**src/rtl/parity_scan_controller_pkg.sv**
```systemverilog
// Shared definitions for the parity scan sequencer: state encoding, default widths
// and the parity function also used by the standalone parity checker.
package parity_scan_controller_pkg;

    localparam int ADDR_W_DEF = 4;
    localparam int DATA_W_DEF = 8;
    localparam int CNT_W_DEF  = 5;

    // Widest word the shared parity function accepts; narrower words are zero-extended,
    // which leaves the XOR reduction unchanged.
    localparam int PAR_MAX_W = 64;

    typedef enum logic [1:0] {
        IDLE  = 2'd0,
        ISSUE = 2'd1,
        CHECK = 2'd2,
        DONE  = 2'd3
    } scan_state_t;

    function automatic logic parity_of(input logic [PAR_MAX_W-1:0] word);
        return ^word;
    endfunction

endpackage

```
**src/rtl/parity_scan_controller_tracker.sv**
```systemverilog
// Mismatch bookkeeping for one scan: saturating error counter, first-failure capture
// and the registered per-mismatch pulse/address.
module parity_err_tracker #(
    parameter int ADDR_W = 4,
    parameter int CNT_W  = 5
) (
    input  logic              clock,
    input  logic              reset,
    input  logic              clear,
    input  logic              sample,
    input  logic              mismatch,
    input  logic [ADDR_W-1:0] addr,
    output logic              err_pulse,
    output logic [ADDR_W-1:0] err_addr,
    output logic [CNT_W-1:0]  err_count,
    output logic              first_err_valid,
    output logic [ADDR_W-1:0] first_err_addr
);

    logic              err_pulse_reg;
    logic [ADDR_W-1:0] err_addr_reg;
    logic [CNT_W-1:0]  err_count_reg;
    logic              first_err_valid_reg;
    logic [ADDR_W-1:0] first_err_addr_reg;

    logic hit;
    assign hit = sample && mismatch;

    always_ff @(posedge clock or posedge reset) begin
        if (reset) begin
            err_pulse_reg       <= 1'b0;
            err_addr_reg        <= '0;
            err_count_reg       <= '0;
            first_err_valid_reg <= 1'b0;
            first_err_addr_reg  <= '0;
        end else begin
            err_pulse_reg <= 1'b0;
            if (clear) begin
                // err_addr is deliberately left alone: it holds the last flagged address
                err_count_reg       <= '0;
                first_err_valid_reg <= 1'b0;
                first_err_addr_reg  <= '0;
            end else if (hit) begin
                err_pulse_reg <= 1'b1;
                err_addr_reg  <= addr;
                if (err_count_reg != {CNT_W{1'b1}}) begin
                    err_count_reg <= err_count_reg + CNT_W'(1);
                end
                if (!first_err_valid_reg) begin
                    first_err_valid_reg <= 1'b1;
                    first_err_addr_reg  <= addr;
                end
            end
        end
    end

    assign err_pulse       = err_pulse_reg;
    assign err_addr        = err_addr_reg;
    assign err_count       = err_count_reg;
    assign first_err_valid = first_err_valid_reg;
    assign first_err_addr  = first_err_addr_reg;

endmodule

```
**src/rtl/parity_scan_controller.sv**
```systemverilog
// Walks every address of the two-bank data/parity memory (bank = addr[3], word = addr[2:0]),
// two cycles per address, and reports parity mismatches through a start/busy/done handshake.
module parity_scan_controller
    import parity_scan_controller_pkg::*;
#(
    parameter int ADDR_W = ADDR_W_DEF,
    parameter int DATA_W = DATA_W_DEF,
    parameter int CNT_W  = CNT_W_DEF
) (
    input  logic              clock,
    input  logic              reset,
    input  logic              start,
    input  logic              stop_on_error,
    output logic [ADDR_W-1:0] mem_addr,
    input  logic [DATA_W-1:0] mem_data,
    input  logic              mem_parity,
    output logic              busy,
    output logic              done,
    output logic              err_pulse,
    output logic [ADDR_W-1:0] err_addr,
    output logic [CNT_W-1:0]  err_count,
    output logic              first_err_valid,
    output logic [ADDR_W-1:0] first_err_addr
);

    scan_state_t       state_reg;
    logic [ADDR_W-1:0] addr_reg;
    logic              stop_on_error_reg;
    logic              busy_reg;
    logic              done_reg;

    logic mismatch;
    logic last_addr;
    logic scan_start;
    logic check_strobe;

    assign mismatch     = mem_parity != parity_of(PAR_MAX_W'(mem_data));
    assign last_addr    = addr_reg == {ADDR_W{1'b1}};
    assign scan_start   = (state_reg == IDLE) && start;
    assign check_strobe = state_reg == CHECK;

    always_ff @(posedge clock or posedge reset) begin
        if (reset) begin
            state_reg         <= IDLE;
            addr_reg          <= '0;
            stop_on_error_reg <= 1'b0;
            busy_reg          <= 1'b0;
            done_reg          <= 1'b0;
        end else begin
            done_reg <= 1'b0;
            case (state_reg)
                IDLE: begin
                    if (start) begin
                        addr_reg          <= '0;
                        stop_on_error_reg <= stop_on_error;
                        busy_reg          <= 1'b1;
                        state_reg         <= ISSUE;
                    end
                end
                ISSUE: begin
                    // Address is held one cycle so the memory read can land before CHECK.
                    state_reg <= CHECK;
                end
                CHECK: begin
                    if ((mismatch && stop_on_error_reg) || last_addr) begin
                        done_reg  <= 1'b1;
                        state_reg <= DONE;
                    end else begin
                        addr_reg  <= addr_reg + ADDR_W'(1);
                        state_reg <= ISSUE;
                    end
                end
                DONE: begin
                    busy_reg  <= 1'b0;
                    state_reg <= IDLE;
                end
                default: state_reg <= IDLE;
            endcase
        end
    end

    parity_err_tracker #(
        .ADDR_W (ADDR_W),
        .CNT_W  (CNT_W)
    ) u_tracker (
        .clock           (clock),
        .reset           (reset),
        .clear           (scan_start),
        .sample          (check_strobe),
        .mismatch        (mismatch),
        .addr            (addr_reg),
        .err_pulse       (err_pulse),
        .err_addr        (err_addr),
        .err_count       (err_count),
        .first_err_valid (first_err_valid),
        .first_err_addr  (first_err_addr)
    );

    assign mem_addr = addr_reg;
    assign busy     = busy_reg;
    assign done     = done_reg;

endmodule

```
**config.mk**
```make
export PLATFORM = sky130hd
export DESIGN_NAME = parity_scan_controller
export DESIGN_NICKNAME = d
export VERILOG_FILES = /design/src/rtl/parity_scan_controller_pkg.sv /design/src/rtl/parity_scan_controller_tracker.sv /design/src/rtl/parity_scan_controller.sv
export SDC_FILE = /design/constraint.sdc
export NUM_CORES = 1
export LEC_CHECK = 0
export ABC_CLOCK_PERIOD_IN_PS = 1900
export BUFFER_PORTS_ARGS = -buffer_cell sky130_fd_sc_hd__buf_2
export CORE_MARGIN = 2
export CORE_UTILIZATION = 45
export DETAILED_ROUTE_END_ITERATION = 8
export PLACE_DENSITY_LB_ADDON = 0.15
export SYNTH_ARGS = -nofsm -noshare
export SYNTH_HDL_FRONTEND = slang
export SYNTH_HIERARCHICAL = 1
export SYNTH_SLANG_ARGS = --single-unit
```
**constraint.sdc**
```tcl
create_clock -name clock -period 1.9 [get_ports clock]
set_clock_uncertainty 0.2 [all_clocks]
set_input_delay 0.285 -clock clock [delete_from_list [all_inputs] [get_ports clock]]
set_output_delay 0.285 -clock clock [all_outputs]
set_load 0.05 [all_outputs]
```
# ---- Word level (Yosys, flattened, before mapping)
# Index checks and enable logic that the tools add are counted.
dict set report op_classes {
  add_sub_neg 2
  eq_ne 9
  muxes 20
  bitwise_logic 1
  reduce_logical 16
}
# op n
set ops {}
lappend ops {{XOR reduction 64 bit} 1}
lappend ops {{two-way mux 4 bit} 5}
lappend ops {{two-way mux 5 bit} 3}
lappend ops {{AND reduction 2 bit} 5}
lappend ops {{one-hot mux 2 bit (4 select lines)} 1}
lappend ops {{one-hot mux 4 bit (2 select lines)} 1}
lappend ops {{nonzero test 2 bit} 4}
lappend ops {{two-way mux 1 bit} 7}
lappend ops {{inequality test 2 bit, second input constant} 3}
lappend ops {{adder 5 x 1 -> 5 bit, second input constant} 1}
lappend ops {{inequality test 5 bit, second input constant} 1}
lappend ops {{adder 4 x 1 -> 4 bit, second input constant} 1}
lappend ops {{== test 2 bit, second input constant} 2}
lappend ops {{== test 4 bit, second input constant} 1}
lappend ops {{two-way mux 2 bit} 2}
lappend ops {{logical AND 1 bit} 3}
lappend ops {{AND reduction 3 bit} 1}
lappend ops {{== test 2 x 1 -> 1 bit, second input constant} 1}
lappend ops {{zero test 2 bit} 1}
lappend ops {{one-hot mux 1 bit (2 select lines)} 1}
lappend ops {{logical OR 1 bit} 1}
lappend ops {{inequality test 1 bit} 1}
lappend ops {{inverter 1 bit} 1}
dict set report word_totals {
  ff_bits 24
  in_bits 13
  output_inout_bits 21
  wordCells 58
}

# ---- Logic depth before layout (Yosys ltp)
dict set report depth {
  ltp_word 6
  mapped_depth 6
  ltp_nobuf 6
}

# ---- Hierarchy
# Netlist, hierarchy kept.
# mod instances cells_per_inst area_each_um2 seq_area_each_um2
set modules_own_cells {}
lappend modules_own_cells {parity_err_tracker 1 51 648.1 375.4}
lappend modules_own_cells {parity_scan_controller 1 49 538.0 225.2}

# ---- Worst setup path before layout
# OpenSTA, ideal clock, no wires.
dict set report synth_path {
  path_type {input port to flip-flop}
  from {in mem_data[5]}
  to {reg u_tracker.err_addr_reg[0] (netlist: u_tracker/err_addr[0])}
  setup_time_ns 0.125
  t_arrival_ns 1.882
  required_time_ns 1.575
  slack_ns -0.307
  path_stages 6
  path_buffers 0
  path_cell_list {xor2_1 -> xnor3_2 -> xor2_1 -> nand2_1 -> nor2_4 -> mux2_2}
}
dict set report synth_via {
  elab_chain_len 4
}
# element line
set synth_lines {}
lappend synth_lines {{from (decl)} parity_scan_controller.sv:15} ;# input logic [DATA_W-1:0] mem_data,
lappend synth_lines {{XOR reduction 64 bit} parity_scan_controller_pkg.sv:21} ;# return ^word;
lappend synth_lines {{inequality test 1 bit} parity_scan_controller.sv:37} ;# assign mismatch = mem_parity != parity_of(PAR_MAX_W'(mem_data));
lappend synth_lines {{named net mismatch} parity_scan_controller.sv:32} ;# logic mismatch;
lappend synth_lines {{logical AND 1 bit} parity_scan_controller_tracker.sv:27} ;# assign hit = sample && mismatch;
lappend synth_lines {{AND reduction 2 bit (no line)} n/a}
lappend synth_lines {{to (signal assigned)} parity_scan_controller_tracker.sv:45} ;# err_addr_reg <= addr;
lappend synth_lines {{to (decl)} parity_scan_controller_tracker.sv:21} ;# logic [ADDR_W-1:0] err_addr_reg;
# The timed path passes the listed nets, and every way through them passes these cells.
# A chain may end at the register's enable or synchronous reset.

# ---- Worst setup path after layout
dict set report layout_path {
  from {reg u_tracker.err_count_reg[1] (netlist: u_tracker/err_count[1])}
  to {reg u_tracker.err_count_reg[3] (netlist: u_tracker/err_count[3])}
}
dict set report layout_via {
  elab_chain_len 4
  word_cells_on_any_way 7
  classes_between {1 x add/sub; 1 x eq/ne; 3 x mux; 2 x reduce/logical}
}
# element line
set layout_lines {}
lappend layout_lines {{from (decl)} parity_scan_controller_tracker.sv:22} ;# logic [CNT_W-1:0] err_count_reg;
lappend layout_lines {{from (signal assigned)} parity_scan_controller_tracker.sv:47} ;# err_count_reg <= err_count_reg + CNT_W'(1);
lappend layout_lines {{adder 5 x 1 -> 5 bit} parity_scan_controller_tracker.sv:47}
lappend layout_lines {{two-way mux 5 bit} parity_scan_controller_tracker.sv:46} ;# if (err_count_reg != {CNT_W{1'b1}}) begin
lappend layout_lines {{two-way mux 5 bit} parity_scan_controller_tracker.sv:43} ;# end else if (hit) begin
lappend layout_lines {{two-way mux 5 bit} parity_scan_controller_tracker.sv:38} ;# if (clear) begin
# Parallel ways exist; a longest one is shown, timed or not. The select of a mux whose other input is x is not followed.

==> reports/results.md <==
| Result | Value | Unit |
| --- | --- | --- |
| Async set or reset register ratio after synthesis | 100.0 | % |
| Source of the worst register-to-register timing path | u_tracker/err_count[1] | - |
| Aggregate routed wire length | 2467 | um |
| Maximum number of pins on one net before global-route repair | 16 | - |
| Worst setup endpoint | u_tracker/err_count[3] | - |
| Part of the total power dissipated in combinational logic | 56.1 | % |
| Die area | 3063 | um^2 |
| YS warnings | 6 | - |
| Final period util | 95.61 | % |
| Critical path required time | 1940 | ps |
| Total DRC errors in the routed layout | 0 | - |
| Clock H-tree levels | 1 | - |
| Reported leakage power | 0.8929 | nW |
| Post-CTS setup repair buffer count | 0 | - |
| Net Sw Frac | 45.35 | % |
| Count of TritonRoute iterations in the first routing pass | 4 | - |
| Remaining antenna violation count | 0 | - |
| Routed length per placed instance | 13.63 | um |
| Chip width | 55.34 | um |
| Sequential share of the synthesized area | 50.63 | % |
| Number of setup violations in the final report | 0 | - |
| Most frequent cells in the layout | sky130_fd_sc_hd__buf_2, sky130_fd_sc_hd__dfrtp_1, sky130_fd_sc_hd__buf_4 | - |
| Final HPWL from detailed placement | 1884 | um |
| Worst hold slack after final layout | 182.5 | ps |
| Kind of end point of the critical path | flop | - |
| CTS tree | yes | - |
| Type of the worst min-delay path | in2reg | - |
| Count of final hold-check violations | 0 | - |
| Transition at the pin with the smallest max-transition slack | 589.4 | ps |
| # clock sinks | 24 | - |
| Overall global routing resource usage | 16.95 | % |
| Vias after detailed routing | 942 | - |
| Count of cells along the worst register-to-register path | 6 | - |
| Reg power frac | 33.9 | % |
| Power density normalized to cell area | 1335 | nW/um^2 |
| Share of final-layout standard cells stronger than drive strength 1 | 47.68 | % |
| Mux share of post-synthesis cell area | 12.24 | % |
| Total of buffers placed on input and output ports | 33 | - |
| Die Y | 55.34 | um |
| Remaining Overflow, GRT | 0 | - |
| Area fraction in compound gates after synthesis | 7.595 | % |
| Leading cell type in the layout, fill and taps excluded | sky130_fd_sc_hd__buf_2 | - |
| DRT iter0 DRCs | 18 | - |
| Simple-gate area share of the yosys netlist | 16.14 | % |
| Post-synthesis instance total | 100 | - |
| CP max FO | 4 | - |
| Synth Area in Adders | 3.165 | % |
| Clock Tree Buf Depth | 2 | - |
| DR vias/cell | 5.204 | - |
| Starting Density | 47.88 | % |
| Buffer cell driving the clock tree root | sky130_fd_sc_hd__clkbuf_4 | - |
| Clock power share | 10.0 | % |
| Ports placed on the boundary | 34 | - |
| Commonest register cell after synthesis | sky130_fd_sc_hd__dfrtp_1 | - |
| Area occupied by registers | 605.6 | um^2 |
| Status | finished, final reports clean | - |
| Antenna violations before repair | 0 | - |
| Setup tns final | 0 | ps |
| Setup slack, reg-to-reg | 80 | ps |
| Routability Congestion | 0.7310 | - |
| Clock insertion delay at the later pin of the skew report | 310 | ps |
| Number of maximum-capacitance constraint violations | 0 | - |
| Dominant combinational cell family by area after synthesis | simple AND/OR/NAND/NOR gates | - |
| Final core utilization | 65.25 | % |
| Core area | 2477 | um^2 |
| Sequence of cells on the critical path | ha_4, and3_4, ha_2, nand3b_4, or3_1, a21oi_1 | - |
| Unrepaired setup endpoints after global routing | false | - |
| Post-synthesis area per instance | 11.86 | um^2 |
| Flip-flop count of the largest register after layout | 5 | - |
| Worst IR drop on VDD | 0.9847 | mV |
| Startpoint of the most critical setup path | u_tracker/err_count[1] | - |
| Net count after synthesis | 116 | - |
| Worst slew margin relative to its limit | 60.66 | % |
| Period minus WS final | 1817 | ps |
| Number of global-route vias before repair | 924 | - |
| Worst path arrival time | 1860 | ps |
| Maximum cell stage delay along the critical path | 460 | ps |
| CTS clock-pin slew for the worst setup and hold paths | 120 | ps |
| Reported net switching power | 0.9786 | mW |
| Fraction of synthesized cell area in xor and xnor cells | 8.333 | % |
| Final Net Count | 169 | - |
| Slowest stage cell on the critical path | sky130_fd_sc_hd__dfrtp_2 | - |
| Int Power | 1.179 | mW |
| Area taken by multi-input logic gates | 631.9 | um^2 |
| Number of filler cells placed in the layout | 196 | - |
| Num CTS Buffers | 3 | - |
| Achievable frequency | 0.5505 | GHz |
| WS Path Type | reg2reg | - |
| Cell area after synthesis | 1186 | um^2 |
| Final number of max-transition violations | 0 | - |
| Row count | 18 | - |
| Synthesis-stage register bit count | 24 | - |
| Terminus of the critical flop-to-flop path | u_tracker/err_count[3] | - |
| Area added between synthesis and finish | 36.29 | % |
| Diodes inserted | 0 | - |
| First-pass GRT wire length | 4215 | um |
| Nature of the critical path startpoint | flop | - |
| Count of unique library cells instantiated by Yosys | 37 | - |
| Number of enable flip-flop cells after synthesis | 0 | - |
[Yosys cell counts, types with 2 or more instances]
library cell | number | area share [%]
sky130_fd_sc_hd__nor2_1 | 9 | 2.8
sky130_fd_sc_hd__inv_1 | 5 | 1.6
sky130_fd_sc_hd__and3_1 | 4 | 2.1
sky130_fd_sc_hd__mux2_2 | 5 | 4.7
sky130_fd_sc_hd__xor2_1 | 4 | 3.0
sky130_fd_sc_hd__nand4b_1 | 2 | 1.5
sky130_fd_sc_hd__a21o_1 | 2 | 1.3
sky130_fd_sc_hd__xnor2_1 | 2 | 1.5
sky130_fd_sc_hd__a21oi_1 | 2 | 0.84
sky130_fd_sc_hd__nand2_1 | 6 | 1.9
sky130_fd_sc_hd__ha_1 | 3 | 3.2
sky130_fd_sc_hd__nand3_1 | 3 | 1.3
sky130_fd_sc_hd__dfrtp_1 | 24 | 51
sky130_fd_sc_hd__mux2i_1 | 6 | 5.1
[critical path: cells and delay by family, from the launching register on]
| family | cells | cell delay [ps] |
|---|---|---|
| AND/OR/NAND/NOR | 3 | 640 |
| flip-flops | 1 | 460 |
| AO/OA/AOI/OAI | 1 | 140 |
| adder cells (fa/ha/maj) | 2 | 330 |
[how the worst min path moves through the flow]
| stage | startpoint | end | slack, ps | cells after the start |
|---|---|---|---|---|
| 5_1_grt | start | state_reg[0] | 190 | 4 |
| 2_1_floorplan | reset | busy | -90 | 1 |
| 3_5_place_dp | reset | state_reg[1] | 90 | 2 |
| 6_report | start | state_reg[0] | 180 | 4 |
| 3_3_place_gp | reset | state_reg[1] | 80 | 2 |
| 4_1_cts | stop_on_error | stop_on_error_reg | 6 | 2 |
[cell type report]
type                            instances  share of cell area [%]
Timing Repair Buffer                   49                   18.58
Inverter                                5                   1.161
Sequential cell                        24                   37.46
Tap cell                               30                   2.322
Clock buffer                            3                   1.393
Multi-Input combinational cell         70                   39.09
[metal layers]
| layer | vias up | GRT usage (%) | wire length (um) |
|---|---|---|---|
| li1 | 459 | - | - |
| met2 | 28 | 27.55 | 1194 |
| met5 | - | 0 | 0 |
| met4 | 0 | 5.226 | 19 |
| met3 | 2 | 3.044 | 112 |
| met1 | 453 | 23.03 | 1140 |
[cell families (layout without fill, tap and decap cells)]
kind of cell | Yosys count | in the layout
AND/OR/NAND/NOR | 33 | 33
flip-flops | 24 | 24
AO/OA/AOI/OAI | 13 | 13
XOR/XNOR | 8 | 8
adder cells (fa/ha/maj) | 3 | 3
multiplexers | 13 | 13
buffers and inverters | 6 | 57
[through the flow]
step                setup slack, ps  area [um^2]  std cells  power (mW)
finish                        83.45         1617        181       2.158
global route                  12.94         1617        181       2.281
CTS                           50.39         1577        180       2.137
detailed placement           -288.6         1544        176       1.925
global placement             -227.0         1544        176       1.901
floorplan                    -145.9         1240        100       1.537
[repair_timing]
item / 4_1_cts / 5_1_grt
setup endpoints to repair: 0 / 7
endpoints found under the hold margin: 24 / 1
resized for setup: 0 / 5
hold buffers: 1 / 1
[power groups by stage]
stage	combinational (mW)	clock [mW]	sequential, mW
after floorplan	0.474	0	1.06
after global placement	1.18	0	0.726
after detailed placement	1.19	0	0.730
after CTS	1.20	0.219	0.721
after global routing	1.29	0.240	0.751
final	1.21	0.216	0.731
Note: power is estimated with default switching activity, not from simulation.
